==> config.mk <==
export PLATFORM = sky130hd
export DESIGN_NAME = prbs31_test_sequencer
export DESIGN_NICKNAME = d
export VERILOG_FILES = /design/src/rtl/prbs31_test_sequencer.sv
export SDC_FILE = /design/constraint.sdc
export NUM_CORES = 1
export LEC_CHECK = 0
export BUFFER_PORTS_ARGS = -buffer_cell sky130_fd_sc_hd__buf_4
export CAP_MARGIN = 20
export CORE_MARGIN = 5
export CORE_UTILIZATION = 35
export CTS_BUF_LIST = sky130_fd_sc_hd__clkbuf_8
export CTS_CLUSTER_SIZE = 14
export DETAILED_ROUTE_END_ITERATION = 7
export PLACE_DENSITY = 0.5
export SLEW_MARGIN = 30
export SYNTH_ARGS = -nofsm -noshare
export SYNTH_HDL_FRONTEND = slang
export SYNTH_SLANG_ARGS = --single-unit
==> constraint.sdc <==
create_clock -name clk -period 8.4 [get_ports clk]
set_clock_uncertainty 0.2 [all_clocks]
set_input_delay 0.84 -clock clk [delete_from_list [all_inputs] [get_ports clk]]
set_output_delay 0.84 -clock clk [all_outputs]
set_load 0.01 [all_outputs]
==> src/rtl/prbs31_test_sequencer.sv <==
// prbs31_test_sequencer
//   Per-lane PRBS31 (x^31 + x^28 + 1) link-test sequencer. Seeds and runs the
//   transmit generator, self-synchronises the receive checker, tracks lock and
//   loss-of-lock, and counts checked bits and errors over a programmed length.
//   Optional feature macro: ERR_INJECT_EN adds the 'inject' input, which flips
//   tx_bit for one cycle while the test is running.
//   rst_n is the block's asynchronous reset and is active HIGH.
module prbs31_test_sequencer #(
  parameter int unsigned SYNC_LEN = 31,
  parameter int unsigned LOSS_THR = 8,
  parameter int unsigned ERR_W    = 16,
  parameter int unsigned LEN_W    = 24
) (
  input  logic             clk,
  input  logic             rst_n,
  input  logic             start,
  input  logic             stop,
  input  logic [LEN_W-1:0] test_len,
  input  logic             rx_bit,
  input  logic             rx_valid,
`ifdef ERR_INJECT_EN
  input  logic             inject,
`endif
  output logic             tx_bit,
  output logic             tx_valid,
  output logic [1:0]       state,
  output logic             locked,
  output logic             los,
  output logic [LEN_W-1:0] bit_cnt,
  output logic [ERR_W-1:0] err_cnt
);

  typedef enum logic [1:0] {
    ST_IDLE = 2'd0,
    ST_SYNC = 2'd1,
    ST_LOCK = 2'd2,
    ST_DONE = 2'd3
  } state_e;

  // Feedback tap shared by generator and checker: x^31 + x^28 + 1.
  function automatic logic prbs_fb(input logic [30:0] s);
    return s[27] ^ s[30];
  endfunction

  state_e           state_r;
  logic [30:0]      gen_r;
  logic [30:0]      chk_r;
  logic [4:0]       fill_r;
  logic [7:0]       run_r;
  logic [7:0]       miss_r;
  logic [LEN_W-1:0] bit_cnt_r;
  logic [ERR_W-1:0] err_cnt_r;
  logic             los_r;
  logic             tx_bit_r;
  logic             tx_valid_r;
  logic             locked_r;

  state_e           state_nxt_s;
  logic [30:0]      gen_nxt_s;
  logic             active_s;
  logic             start_acc_s;
  logic             rx_upd_s;
  logic             filled_s;
  logic             match_s;
  logic             sync_hit_s;
  logic             miss_hit_s;
  logic             done_hit_s;
  logic             inj_s;
  logic [LEN_W:0]   bit_p1_s;

  // Checker decode, start qualification and generator next-state.
  always_comb begin
    active_s    = (state_r == ST_SYNC) || (state_r == ST_LOCK);
    start_acc_s = start && !stop && ((state_r == ST_IDLE) || (state_r == ST_DONE));
    // stop freezes the checker and counters in the cycle it is seen
    rx_upd_s    = rx_valid && active_s && !stop;
    filled_s    = (fill_r == 5'd31);
    match_s     = (rx_bit == prbs_fb(chk_r));
    sync_hit_s  = filled_s && match_s && (run_r == 8'(SYNC_LEN - 1));
    miss_hit_s  = !match_s && (miss_r == 8'(LOSS_THR - 1));
    bit_p1_s    = {1'b0, bit_cnt_r} + {{LEN_W{1'b0}}, 1'b1};
    done_hit_s  = (test_len != {LEN_W{1'b0}}) && (bit_p1_s == {1'b0, test_len});
`ifdef ERR_INJECT_EN
    inj_s       = inject && active_s && !stop;
`else
    inj_s       = 1'b0;
`endif
    if (start_acc_s) begin
      gen_nxt_s = 31'd1;
    end else if (tx_valid_r) begin
      gen_nxt_s = {gen_r[29:0], prbs_fb(gen_r)};
    end else begin
      gen_nxt_s = gen_r;
    end
  end

  // Next-state selection; stop overrides every other transition.
  always_comb begin
    state_nxt_s = state_r;
    if (stop) begin
      state_nxt_s = ST_IDLE;
    end else begin
      case (state_r)
        ST_IDLE: begin
          if (start) state_nxt_s = ST_SYNC;
          else       state_nxt_s = ST_IDLE;
        end
        ST_SYNC: begin
          if (rx_upd_s && sync_hit_s) state_nxt_s = ST_LOCK;
          else                        state_nxt_s = ST_SYNC;
        end
        ST_LOCK: begin
          // loss of lock wins over end-of-test on the same bit
          if (rx_upd_s && miss_hit_s)      state_nxt_s = ST_SYNC;
          else if (rx_upd_s && done_hit_s) state_nxt_s = ST_DONE;
          else                             state_nxt_s = ST_LOCK;
        end
        ST_DONE: begin
          if (start) state_nxt_s = ST_SYNC;
          else       state_nxt_s = ST_DONE;
        end
        default: state_nxt_s = ST_IDLE;
      endcase
    end
  end

  // Sequencer state, generator/checker shift registers, counters and registered outputs.
  always_ff @(posedge clk or posedge rst_n) begin
    if (rst_n) begin
      state_r    <= ST_IDLE;
      gen_r      <= 31'd1;
      chk_r      <= 31'd0;
      fill_r     <= 5'd0;
      run_r      <= 8'd0;
      miss_r     <= 8'd0;
      bit_cnt_r  <= {LEN_W{1'b0}};
      err_cnt_r  <= {ERR_W{1'b0}};
      los_r      <= 1'b0;
      tx_bit_r   <= 1'b0;
      tx_valid_r <= 1'b0;
      locked_r   <= 1'b0;
    end else begin
      state_r    <= state_nxt_s;
      gen_r      <= gen_nxt_s;
      tx_bit_r   <= gen_nxt_s[30] ^ inj_s;
      tx_valid_r <= (state_nxt_s == ST_SYNC) || (state_nxt_s == ST_LOCK);
      locked_r   <= (state_nxt_s == ST_LOCK);
      if (start_acc_s) begin
        chk_r     <= 31'd0;
        fill_r    <= 5'd0;
        run_r     <= 8'd0;
        miss_r    <= 8'd0;
        bit_cnt_r <= {LEN_W{1'b0}};
        err_cnt_r <= {ERR_W{1'b0}};
        los_r     <= 1'b0;
      end else if (rx_upd_s) begin
        chk_r <= {chk_r[29:0], rx_bit};
        if (!filled_s) begin
          fill_r <= fill_r + 5'd1;
        end else if (state_r == ST_SYNC) begin
          if (match_s && !sync_hit_s) run_r <= run_r + 8'd1;
          else                        run_r <= 8'd0;
        end else begin
          if (!(&bit_cnt_r)) bit_cnt_r <= bit_cnt_r + {{(LEN_W-1){1'b0}}, 1'b1};
          if (match_s) begin
            miss_r <= 8'd0;
          end else begin
            if (!(&err_cnt_r)) err_cnt_r <= err_cnt_r + {{(ERR_W-1){1'b0}}, 1'b1};
            if (miss_hit_s) begin
              miss_r <= 8'd0;
              fill_r <= 5'd0;
              run_r  <= 8'd0;
              los_r  <= 1'b1;
            end else begin
              miss_r <= miss_r + 8'd1;
            end
          end
        end
      end
    end
  end

  assign tx_bit   = tx_bit_r;
  assign tx_valid = tx_valid_r;
  assign state    = state_r;
  assign locked   = locked_r;
  assign los      = los_r;
  assign bit_cnt  = bit_cnt_r;
  assign err_cnt  = err_cnt_r;

endmodule

# Yosys cells after proc, flatten, opt, wreduce, memory -nomap -nowiden
# Index checks and enable logic that the tools add are counted.
dict set report totals {
  wordCells 118
  reg_bits 128
  out_inout_bits 46
}
dict set report op_classes {
  reduce_logical 33
  bitwise_logic 2
  eq_ne 18
  add_sub_neg 6
  n_mux 47
}
# op count
set op_table {}
lappend op_table {{31-bit 2-to-1 mux} 4}
lappend op_table {{24-bit 2-to-1 mux} 5}
lappend op_table {{8-bit 2-to-1 mux} 13}
lappend op_table {{16-bit 2-to-1 mux} 6}
lappend op_table {{5-bit 2-to-1 mux} 6}
lappend op_table {{24-bit by 1-bit adder with 25-bit output (second input constant)} 1}
lappend op_table {{25-bit by 24-bit == test with 1-bit output} 1}
lappend op_table {{24-bit by 1-bit adder with 24-bit output (second input constant)} 1}
lappend op_table {{24-bit AND reduction} 1}
lappend op_table {{24-bit nonzero test} 1}
lappend op_table {{16-bit by 1-bit adder with 16-bit output (second input constant)} 1}
lappend op_table {{8-bit by 1-bit adder with 8-bit output (second input constant)} 2}
lappend op_table {{16-bit AND reduction} 1}
lappend op_table {{1-bit logical AND} 12}
lappend op_table {{4-bit AND reduction} 3}
lappend op_table {{5-bit AND reduction} 2}
lappend op_table {{8-bit by 3-bit == test with 1-bit output (second input constant)} 1}
lappend op_table {{8-bit by 5-bit == test with 1-bit output (second input constant)} 1}
lappend op_table {{1-bit 2-to-1 mux} 8}
lappend op_table {{2-bit 2-to-1 mux} 4}
lappend op_table {{2-bit inequality test (second input constant)} 4}
lappend op_table {{2-bit one-hot mux with 4 select lines} 1}
lappend op_table {{2-bit nonzero test} 4}
lappend op_table {{2-bit == test (second input constant)} 3}
lappend op_table {{12 further kinds} 20}

# Logic depth before layout (Yosys ltp)
dict set report depth {
  depth_word 11
  depth_mapped 12
  mapped_depth_nobuf 10
}

# Worst setup path after synthesis
# OpenSTA, ideal clock, no wires.
dict set report synth_timing {
  path_type {input port to flip-flop}
  from {in stop}
  to {reg tx_valid_r, in the netlist tx_valid}
  arrival_time_ps 2882
  required_ps 8087
  cell_stages 8
  setup_time_ps 113
  slack_ps 5206
  n_path_buf 1
  cell_sequence {clkbuf_1 nand3b_1 or4_1 nand4b_1 or4_1 o31a_1 ha_1 inv_1}
}
dict set report synth_via {
  elab_chain_len 9
  word_cells_on_any_way 13
}
# item line_no
set synth_lines {}
lappend synth_lines {{from (decl)} 17} ;# input logic stop,
lappend synth_lines {{1-bit logical NOT} 76} ;# rx_upd_s = rx_valid && active_s && !stop;
lappend synth_lines {{1-bit logical AND} 76}
lappend synth_lines {{1-bit logical AND} 115} ;# else if (rx_upd_s && done_hit_s) state_nxt_s = ST_DONE;
lappend synth_lines {{1-bit 2-to-1 mux} 115}
lappend synth_lines {{2-bit 2-to-1 mux} 114} ;# if (rx_upd_s && miss_hit_s) state_nxt_s = ST_SYNC;
lappend synth_lines {{2-bit one-hot mux with 4 select lines} 103} ;# case (state_r)
lappend synth_lines {{2-bit 2-to-1 mux *} 100} ;# if (stop) begin
lappend synth_lines {{2-bit by 1-bit == test with 1-bit output or 2-bit == test (tied branches)} 146} ;# tx_valid_r <= (state_nxt_s == ST_SYNC) || (state_nxt_s == ST_LOCK);
lappend synth_lines {{1-bit logical OR *} 146}
lappend synth_lines {{to (signal assigned)} 146}
lappend synth_lines {{to (decl)} 55} ;# logic tx_valid_r;
# Every way passes the cells marked *; elsewhere a longest branch is shown, timed or not.
# A chain may end at the register's enable or synchronous reset.

# Final worst setup path
dict set report layout_timing {
  from {reg bit_cnt_r[4], in the netlist bit_cnt[4]}
  to {reg tx_valid_r, in the netlist tx_valid}
}
dict set report layout_via {
  elab_chain_len 10
  word_cells_on_any_way 11
}
# item line_no
set layout_lines {}
lappend layout_lines {{from (decl)} 51} ;# logic [LEN_W-1:0] bit_cnt_r;
lappend layout_lines {{from (signal assigned)} 136} ;# bit_cnt_r <= {LEN_W{1'b0}};
lappend layout_lines {{from (signal assigned)} 153} ;# bit_cnt_r <= {LEN_W{1'b0}};
lappend layout_lines {{from (signal assigned)} 164} ;# if (!(&bit_cnt_r)) bit_cnt_r <= bit_cnt_r + {{(LEN_W-1){1'b0}}, 1'b1};
lappend layout_lines {{24-bit by 1-bit adder with 25-bit output *} 81} ;# bit_p1_s = {1'b0, bit_cnt_r} + {{LEN_W{1'b0}}, 1'b1};
lappend layout_lines {{25-bit by 24-bit == test with 1-bit output *} 82} ;# done_hit_s = (test_len != {LEN_W{1'b0}}) && (bit_p1_s == {1'b0, test_len});
lappend layout_lines {{1-bit logical AND *} 82}
lappend layout_lines {{1-bit logical AND *} 115}
lappend layout_lines {{1-bit 2-to-1 mux *} 115}
lappend layout_lines {{2-bit 2-to-1 mux *} 114}
lappend layout_lines {{2-bit one-hot mux with 4 select lines *} 103}
lappend layout_lines {{2-bit 2-to-1 mux *} 100}
lappend layout_lines {{2-bit by 1-bit == test with 1-bit output or 2-bit == test (tied branches)} 146}
lappend layout_lines {{1-bit logical OR *} 146}
# Marks and branches as above.

==> summary.md <==
| Metric | Value |
|---|---|
| Status | finished, final reports clean |
| CTS Sinks | 128 |
| Starting density of the core | 0.352 |
| Post-Layout Cell Count | 1115 |
| Peak supply drop | 0.000107 V |
| Skew-Pair Late Insertion Delay | 0.43 ns |
| Cells on worst reg2reg path | 8 |
| Fin crit share | 0.411 |
| Clock root buffer | clkbuf_8 |
| WS Path Type | flip-flop to flip-flop |
| Total grt overflow | 0 |
| Wire per inst | 16.5 um |
| Pwr Density | 165 nW/um^2 |
| RD Place Congestion | 0.831 |
| Routed WL | 18400 um |
| Async SR Flop Fraction | 1.00 |
| EDFF count, synth | 0 |
| CTS max path bufs | 2 |
| HPWL after DPL | 12600 um |
| Rel. slew slack | 0.405 |
| Area growth syn-to-layout | 16.1% |
| CTS tree | yes |
| Min Tclk post-route | 3.45 ns |
| Final hold vios | 0 |
| Hold Path Class | flip-flop to flip-flop |
| Postcts setup bufs | 0 |
| Diode count | 0 |
| Layout cell share with drive strength beyond 1 | 0.161 |
| Worst Hold Depth | 1 |
| Critical R2R Capture | tx_valid |
| Launching point of the worst reg2reg path | bit_cnt[4] |
| Die span in x | 152 um |
| Filler cell count | 2025 |
| Netlist Area Pre-Place | 7060 um^2 |
| Maxcap violations | 0 |
| Seq cells post-synth | 128 |
| Core region area | 20000 um^2 |
| Crit path capture | tx_valid |
| Die area | 23100 um^2 |
| Ys Warns | 0 |
| Vias | 5998 |
| Leakage | 3.59 nW |
| Chip Height | 152 um |
| Number of global-route vias before repair | 5952 |
| Clock Pin Slew Worst Setup and Hold Paths | 0.08 ns |
| Power, Total | 1.36 mW |
| Critical Path Sink Type | flip-flop |
| I/O pin cnt | 76 |
| Initial antenna violation count | 0 |
| # H-tree levels | 4 |
| Design Area, Final | 8200 um^2 |
| Area after DPL | 7820 um^2 |
| Worst slew pin tran | 0.889 ns |
| Final Util | 0.409 |
| 1st-iter DRT viols | 433 |
| Crit path max fanout | 11 |
| Mean Syn Cell Area | 9.06 um^2 |
| Synth Flop Type | dfrtp_1 |
| Critical Path RT | 8.52 ns |
| Syn nets | 821 |
| Placed instance count | 1083 |
| GR Util All Layers | 0.159 |
| Critical Path Start | bit_cnt[4] |
| FMAX | 290 MHz |
| Post_cts resized | 0 |
| Total CTS buffers | 17 |
| Drt drc | 0 |
| First-pass GRT wire length | 30700 um |
| Port Buf Inserts | 75 |
| Final ANT Viol Nets | 0 |
| Cells after synthesis | 779 |
| DR pass1 iterations | 4 |
| Unrepaired setup endpoints after global routing | false |
| WP data arrival | 3.57 ns |
| Placement Rows | 52 |
| Pin count of the biggest net entering global routing | 77 |
| Drt via density | 5.38 |
| Distinct cells, synth | 68 |
| Final slew viol count | 0 |
| Final Net Count | 874 |
| Reg2Reg Setup Slack | 4.95 ns |
| Crit path launch type | flip-flop |
| Post-synthesis sequential area ratio | 0.454 |
| Endpoints failing setup | 0 |
| Setup_tns | 0 ns |
| Cts-stage hold buffer count | 0 |
## synthesized netlist by cell type, types with 3 or more instances
cell type | count | area [um^2]
dfrtp_1 | 127 | 3180
nand2_1 | 110 | 413
nor2_1 | 77 | 289
a21oi_1 | 52 | 260
o21ai_0 | 43 | 215
mux2i_1 | 33 | 330
clkbuf_1 | 31 | 116
nand4_1 | 25 | 156
nand3_1 | 22 | 110
xnor2_1 | 22 | 193
o31ai_1 | 19 | 143
xor2_1 | 19 | 166
and3_1 | 13 | 81.3
nor3_1 | 13 | 65.1
buf_2 | 12 | 60.1
ha_1 | 12 | 150
nor4_1 | 12 | 75.1
or4_1 | 12 | 90.1
inv_1 | 10 | 37.5
o21ai_1 | 10 | 50.1
a31oi_1 | 8 | 50.1
and2_1 | 6 | 37.5
and4_1 | 6 | 52.6
nand2b_1 | 6 | 37.5
nor2b_1 | 6 | 37.5
buf_1 | 5 | 18.8
or3_1 | 5 | 31.3
o41ai_1 | 4 | 35.0
a22o_1 | 3 | 26.3
nand3b_1 | 3 | 22.5
nor4b_1 | 3 | 26.3
## kinds of logic after synthesis
| logic type | count (synthesis) | synth area share |
|---|---|---|
| buffers and inverters | 59 | 0.0346 |
| multiplexers | 35 | 0.0500 |
| flip-flops | 128 | 0.454 |
| AO/OA/AOI/OAI | 165 | 0.142 |
| XOR/XNOR | 42 | 0.0542 |
| adder cells (fa/ha/maj) | 12 | 0.0213 |
| AND/OR/NAND/NOR | 338 | 0.244 |
## layout by cell type, fill, tap and decap left out, types with 12 or more instances in the layout
| cell | count |
|---|---|
| a21oi_1 | 52 |
| and3_1 | 13 |
| buf_4 | 82 |
| clkbuf_8 | 19 |
| dfrtp_1 | 127 |
| ha_1 | 12 |
| mux2i_1 | 33 |
| nand2_1 | 110 |
| nand3_1 | 22 |
| nand4_1 | 25 |
| nor2_1 | 77 |
| nor3_1 | 12 |
| nor4_1 | 12 |
| o21ai_0 | 43 |
| o31ai_1 | 19 |
| or4_1 | 12 |
| xnor2_1 | 22 |
| xor2_1 | 19 |
## registers in the layout, summed over array words and instances, names as in the netlist, 2 cells and up
signal / flops
fill_r: 5
run_r: 8
gen_r: 31
err_cnt: 16
miss_r: 8
bit_cnt: 24
chk_r: 31
state: 2
## worst min-delay path by stage
stage | from | endpoint | slack [ns]
after floorplan | miss_r[7] | miss_r[7] | 0.25
after global placement | miss_r[7] | miss_r[7] | 0.28
after detailed placement | miss_r[7] | miss_r[7] | 0.29
after CTS | miss_r[7] | miss_r[7] | 0.30
after global routing | chk_r[7] | chk_r[8] | 0.33
final | miss_r[7] | miss_r[7] | 0.30
## metrics by stage
step	hold slack [ns]	setup slack, ns
6_report	0.300	4.95
3_3_place_gp	0.279	4.87
4_1_cts	0.301	4.96
3_5_place_dp	0.291	4.82
5_1_grt	0.333	4.62
2_1_floorplan	0.249	3.95
## final cells by class
class / instances / area (um^2) / share of cell area
clock inverter: 13 / 111 / 0.0136
clock buffer: 19 / 262 / 0.0319
timing repair buffer: 83 / 627 / 0.0765
multi-input combinational: 592 / 3620 / 0.441
tap: 270 / 338 / 0.0412
inverter: 10 / 40.0 / 0.00488
sequential: 128 / 3200 / 0.391
## critical path: stages (launching register included)
cell and delay [ns]:
dfrtp_1 0.60, nand4_4 0.28, or3_2 0.57, or4_1 0.49
xnor2_1 0.16, or4_4 0.44, o31a_1 0.30, ha_1 0.28
inv_1 0.03
## per-layer routing
metal	vias up	share of wire	GRT usage
met5	-	0	0
met3	23	0.042	0.0384
li1	2902	-	-
met1	2936	0.46	0.214
met4	0	0.019	0.0492
met2	137	0.48	0.257
## power by group
group	internal (mW)	switching, mW	leakage, nW	total, mW
Clock	0.249	0.253	0.190	0.502
Combinational	0.0733	0.104	1.63	0.177
Sequential	0.642	0.0345	1.77	0.676
Total	0.964	0.391	3.59	1.36
No activity file was read; power rests on OpenSTA's default activity.
